**src/rtl/timer_dev.sv**
```systemverilog
// Memory-mapped countdown timer with one-shot and periodic modes.
// CTRL/PRESET/COUNT are decoded from Addr[3:2], and IRQ is the flag gated by CTRL.IM.
module timer_dev #(
  parameter int CNT_W = 32
) (
  input  logic        clk,
  input  logic        reset,
  input  logic [31:2] Addr,
  input  logic        WE,
  input  logic [31:0] Din,
  output logic [31:0] Dout,
  output logic        IRQ
);

  typedef enum logic [1:0] {
    S_IDLE = 2'd0,
    S_LOAD = 2'd1,
    S_CNT  = 2'd2,
    S_INT  = 2'd3
  } state_t;

  state_t           r_state;
  state_t           w_state_next;
  logic [3:0]       r_ctrl;
  logic [CNT_W-1:0] r_preset;
  logic [CNT_W-1:0] r_count;
  logic             r_irq_flag;

  logic w_enable;
  logic w_periodic;
  logic w_im;
  logic w_wr_ctrl;
  logic w_wr_preset;
  logic w_load;
  logic w_dec;
  logic w_expire;
  logic w_int_done;
  logic w_unused_addr;

  assign w_enable      = r_ctrl[0];
  assign w_periodic    = (r_ctrl[2:1] == 2'b01);
  assign w_im          = r_ctrl[3];
  assign w_wr_ctrl     = WE && (Addr[3:2] == 2'd0);
  assign w_wr_preset   = WE && (Addr[3:2] == 2'd1);
  assign w_unused_addr = ^Addr[31:4];

  // State register.
  // NOTE: sequential state uses non-blocking assignments so every register samples pre-edge values.
  always_ff @(posedge clk) begin
    if (reset) r_state <= S_IDLE;
    else       r_state <= w_state_next;
  end

  // Next-state logic.
  // NOTE: every combinational output gets a default first so no latch can be inferred.
  always_comb begin
    w_state_next = r_state;
    unique case (r_state)
      S_IDLE: if (w_enable) w_state_next = S_LOAD;
      S_LOAD: w_state_next = S_CNT;
      S_CNT: begin
        if (!w_enable)                   w_state_next = S_IDLE;
        else if (r_count <= CNT_W'(1))   w_state_next = S_INT;
      end
      S_INT:  w_state_next = S_IDLE;
      default: w_state_next = S_IDLE;
    endcase
  end

  // FSM outputs steering the datapath.
  always_comb begin
    w_load     = (r_state == S_LOAD);
    w_int_done = (r_state == S_INT);
    w_dec      = 1'b0;
    w_expire   = 1'b0;
    if (r_state == S_CNT && w_enable) begin
      if (r_count > CNT_W'(1)) w_dec    = 1'b1;
      else                     w_expire = 1'b1;
    end
  end

  // Datapath; a CTRL write takes priority over FSM updates of Enable and the flag.
  always_ff @(posedge clk) begin
    if (reset) begin
      r_ctrl     <= '0;
      r_preset   <= '0;
      r_count    <= '0;
      r_irq_flag <= 1'b0;
    end else begin
      if (w_wr_preset) r_preset <= Din[CNT_W-1:0];

      if (w_load)        r_count <= r_preset;
      else if (w_dec)    r_count <= r_count - CNT_W'(1);
      else if (w_expire) r_count <= '0;

      if (w_wr_ctrl) begin
        r_ctrl     <= Din[3:0];
        r_irq_flag <= 1'b0;
      end else begin
        if (w_expire) r_irq_flag <= 1'b1;
        if (w_int_done) begin
          if (w_periodic) r_irq_flag <= 1'b0;
          else            r_ctrl[0]  <= 1'b0;
        end
      end
    end
  end

  always_comb begin
    Dout = '0;
    unique case (Addr[3:2])
      2'd0: Dout = {28'b0, r_ctrl};
      2'd1: Dout = 32'(r_preset);
      2'd2: Dout = 32'(r_count);
      2'd3: Dout = '0;
      default: Dout = '0;
    endcase
  end

  assign IRQ = r_irq_flag & w_im;

endmodule
```
**config.mk**
```make
export PLATFORM = sky130hd
export DESIGN_NAME = timer_dev
export DESIGN_NICKNAME = d
export VERILOG_FILES = /design/src/rtl/timer_dev.sv
export SDC_FILE = /design/constraint.sdc
export NUM_CORES = 1
export LEC_CHECK = 0
export CAP_MARGIN = 10
export CORE_ASPECT_RATIO = 1.1
export CORE_MARGIN = 10
export CORE_UTILIZATION = 53
export DETAILED_ROUTE_END_ITERATION = 8
export PLACE_DENSITY = 0.9
export SETUP_SLACK_MARGIN = 0.05
export SLEW_MARGIN = 20
export SYNTH_ARGS = -nofsm -noshare
export SYNTH_HDL_FRONTEND = slang
export SYNTH_SLANG_ARGS = --single-unit
```
**constraint.sdc**
```tcl
create_clock -name clk -period 5 [get_ports clk]
set_input_delay 1 -clock clk [delete_from_list [all_inputs] [get_ports clk]]
set_output_delay 1 -clock clk [all_outputs]
set_load 0.02 [all_outputs]
```
# After elaboration in Yosys (flattened, before gate mapping)
# Cells that the tools add are included.
totals:
  wordCells: 48
  out_inout_bits: 33
  mem_bits_ro: 0
  latch_bits: 0
  in_bits: 65
  n_memories: 0
  mem_bits_rw: 0
  register_bits: 71
classes:
  add_sub_neg: 1
  multipliers: 0
  eq_ne: 10
  n_bitwise: 1
  div: 0
  n_lt_le_gt_ge: 2
  mux: 18
  n_shift: 0
  reduce_logical: 10
op_table:
  columns: ["op", "n"]
  rows:
  - ["32-bit one-hot mux with 4 select lines", 1]
  - ["32-bit two-way mux", 3]
  - ["32-bit by 1-bit > comparator with 1-bit output, second input constant", 1]
  - ["32-bit by 1-bit <= comparator with 1-bit output, second input constant", 1]
  - ["32-bit by 1-bit subtractor with 32-bit output, second input constant", 1]
  - ["1-bit two-way mux", 10]
  - ["2-bit equality test, second input constant", 4]
  - ["2-bit one-hot mux with 4 select lines", 1]
  - ["2-bit by 1-bit equality test with 1-bit output, second input constant", 3]
  - ["2-bit two-way mux", 3]
  - ["2-bit zero test", 2]
  - ["2-bit AND reduction", 2]
  - ["1-bit logical AND", 3]
  - ["3-bit != test, second input constant", 1]
  - ["3-bit nonzero test", 1]
  - ["2-bit by 1-bit != test with 1-bit output, second input constant", 1]
  - ["2-bit != test, second input constant", 1]
  - ["2-bit nonzero test", 1]
  - ["2-bit OR reduction", 1]
  - ["1-bit AND", 1]

# Longest topological paths before layout
depth:
  word_depth: 6
  ltp_mapped: 9
  ltp_nobuf: 8

# Worst setup path before layout
# No wires, ideal clock.
synth_path:
  path_kind: "input to output"
  start: "input port Addr[3] (netlist name)"
  end: "output port Dout[13]"
  required_time_ps: 4000
  path_slack_ps: 1714
  stages: 5
  path_buffers: 3
  arrival_ps: 2286
  cell_sequence: "clkbuf_1 nor2b_1 clkbuf_1 buf_1 a22o_1"
synth_between:
  elab_chain_cells: 2
  word_cells_on_any_way: 5
  classes_between: "eq/ne (3); mux (1); reduce/logical (1)"
synth_rtl:
  columns: ["item", "line", "rtl"]
  rows:
  - ["from (decl)", "8", "input logic [31:2] Addr,"]
  - ["2-bit equality test, or another cell as far along", "111", "unique case (Addr[3:2])"]
  - ["32-bit one-hot mux with 4 select lines *", "111", null]
  - ["to (decl)", "11", "output logic [31:0] Dout,"]
# Mark *: on every way between the ends. The rest lies on a longest branch, timed or not.

# Worst setup path after layout
layout_path:
  start: "input port Addr[3] (netlist name)"
  end: "output port Dout[9]"
# Same word-level chain as after synthesis.

==> impl_metrics.toml <==
[global_route]
grt_max_degree = 44
grt_util_all_layers = 0.191
grt_pass1_vias = 3700
grt_pass1_wl_um = 17600
grt_antenna_before_repair = 0
grt_overflow = 0

[route]
via_count = 3802
wl_per_cell_um = 16.8
first_pass_iters = 5
drtIter0Drc = 283
drcViolationCount = 0
wl_um = 10600
drtAntennaViolNets = 0
viasPerCell = 6.03

[timing]
period_share = 0.809
maxSlewViolCount = 0
skew_ns = 0.00702
period_minus_slack_ns = 4.05
final.setup.tns_ns = 0
fmax_mhz = 247
relSlewSlack = 0.342
rsz0062_at_grt = "no"
final.setup.worst_slack_ns = 0.954
hold_violations = 0
setup_viol = 0
worst_pin_slew_ns = 0.988

[setup_path]
cp_data_arrival_time_ns = 3.05
path_max_fanout = 28
crit_slowest_cell = "clkdlybuf4s50_1"
rr_worst_depth = 7
cp.required_ns = 4.00
crit_top_cell = "clkdlybuf4s50_1"
path_cells = "clkdlybuf4s50_1 > nor2b_2 > buf_4 > a22o_1 > clkdlybuf4s50_1"
cpLargestDelayFamily = "buffers and inverters"
end_kind = "output port"
path_class = "in2out"
cp.depth = 5
worst-path-buf-inv = 3
startpoint_type = "input pin"
cp_slowest_stage_delay_ns = 0.68

[floorplanning]
die_area_um2 = 11000
die-width_um = 101
rows = 32
die_height_um = 109
initial_core_util = 0.546
core_area_um2 = 7010
ios = 98

[placement]
dpl.hpwl_um = 7240
place_area_um2 = 4510
place_ws_ns = 0.966
gp_congestion = 0.864
portBuffers = 69

[synth]
synth-seq-cells = 71
synthesis.nets = 559
yosysSeqAreaShare = 0.371
synth_top_family_by_area = "simple AND/OR/NAND/NOR gates"
ys_types = 55
netlist_area_um2 = 3830
synth_fa_ha_area_frac = 0.00654
yosys_warnings = 0
syn_area_per_cell_um2 = 7.78
synth-main-ff-cell = "dfxtp_1"
async_flop_share = 0
synth_compound_area_frac = 0.231
synth_edf_count = 0
synth_xor_area_frac = 0.0343
synth-simple-area-share = 0.293
synth_mux_area_frac = 0.0183
netlist_instances = 492

[finish]
design_area_um2 = 4690
final_layout_size_suffix_gt1_frac = 0.0789
nets = 607
layout_commonest_cell = "nand2_1"
fillers = 565
area_growth_pct = 22.4
antenna_cells = 0
layout_common_cells = "nand2_1 (116), dfxtp_1 (71), clkdlybuf4s50_1 (68)"

[clocking]
htree_levels = 3
cts_tree = "yes"
cts_resized = 0
clk_latency_ns = 0.36
cts.sinks = 71
cts.clk_slew.worst_paths_ns = 0.07
cts_hold_buf = 0
clockBufferDepth = 2
cts_setup_buffers = 0
cts_buffers = 9
cts_root_buffer = "clkbuf_8"

[run]
drv_cap = 0

[pwr]
vdd_drop_max_mv = 0.164
powerDensity_nw_per_um2 = 238
leakage_nw = 1.63

[min_path]
hold_class = "reg2reg"
holdPathStages = 2

[outcome]
status = "complete, no violations"
[flip-flops by register name, summed over array words and instances (netlist names)]
name        count
r_irq_flag      1
r_ctrl          4
r_count        32
r_preset       32
r_state         2
[power breakdown]
group / leakage [nW] / total, W / switching (W) / internal, W
combinational: 0.963 / 0.000107 / 0.0000565 / 0.0000506
sequential: 0.574 / 0.000585 / 0.00000921 / 0.000576
clock: 0.0894 / 0.000422 / 0.000216 / 0.000206
total: 1.63 / 0.00111 / 0.000282 / 0.000832
[cells in the mapped netlist, drive strengths merged, types with 2 or more instances]
cell      n  area (um2)
nor2     20        90.1
and3      9        56.3
nor4     11         126
nand2b    2        20.0
nand2   117         439
ha        2        25.0
a21oi    53         269
a22oi     2        15.0
or4       2        15.0
mux2i     7        70.1
xnor2    10        87.6
dfxtp    71        1420
nand3    18        90.1
o41ai     2        36.3
o22ai     6        37.5
nor3b     3        27.5
and2      2        12.5
buf       9        57.6
nor3     16        90.1
nand4     4        40.0
inv       2        7.51
nand3b    4        30.0
xor2      5        43.8
nor2b     6        37.5
a31oi    19         119
clkbuf   29         109
o21ai    20         100
a22o     28         245
[cells by family (layout without fill, tap and decap cells)]
family,after synthesis,in the layout
mux,7,7
xor+xnor,15,15
flops,71,71
buf+inv,40,93
compound gates,138,138
simple gates,219,219
fa+ha+maj,2,2
[final timing paths]
path                             startpoint     endpoint  slack, ns
worst max-delay path                Addr[3]      Dout[9]       0.95
worst min-delay path            r_preset[9]  r_preset[9]       0.47
worst max register to register   r_count[0]  r_count[17]       2.39
worst min register to register  r_preset[9]  r_preset[9]       0.47
[metrics by stage]
stage | instances | power, W | hold WS [ns] | util
2_1_floorplan | 492 | 0.000654 | 0.445 | -
3_3_place_gp | 614 | 0.000701 | 0.452 | 0.643
3_5_place_dp | 614 | 0.000704 | 0.462 | 0.643
4_1_cts | 630 | 0.00111 | 0.474 | 0.668
5_1_grt | 630 | 0.00115 | 0.493 | 0.669
6_report | 630 | 0.00111 | 0.472 | 0.669
[routing by layer]
layer | track usage | routed length [um] | up-vias
met2 | 0.334 | 5520 | 140
met3 | 0.0348 | 606 | 22
met5 | 0 | 0 | -
li1 | - | - | 1860
met4 | 0.0886 | 226 | 0
met1 | 0.221 | 4250 | 1780
[worst reg2reg max path: cells and delay by family, from the launching register on]
kind	cells	cell delay [ns]
and+or+nand+nor	1	0.18
AOI/OAI and AO/OA	4	1.58
buffers and inverters	1	0.08
DFF	1	0.45
adders and majority gates	1	0.25
[layout make-up]
class                      count  area [um2]  share of cell area
multi-input combinational    381        2240               0.479
sequential                    71        1420               0.303
timing repair buffer          75         731               0.156
clock buffer                  13         159              0.0339
tap                           85         106              0.0227
clock inverter                 3        17.5             0.00374
inverter                       2        7.51             0.00160
Power figures use the tool's default switching activity.
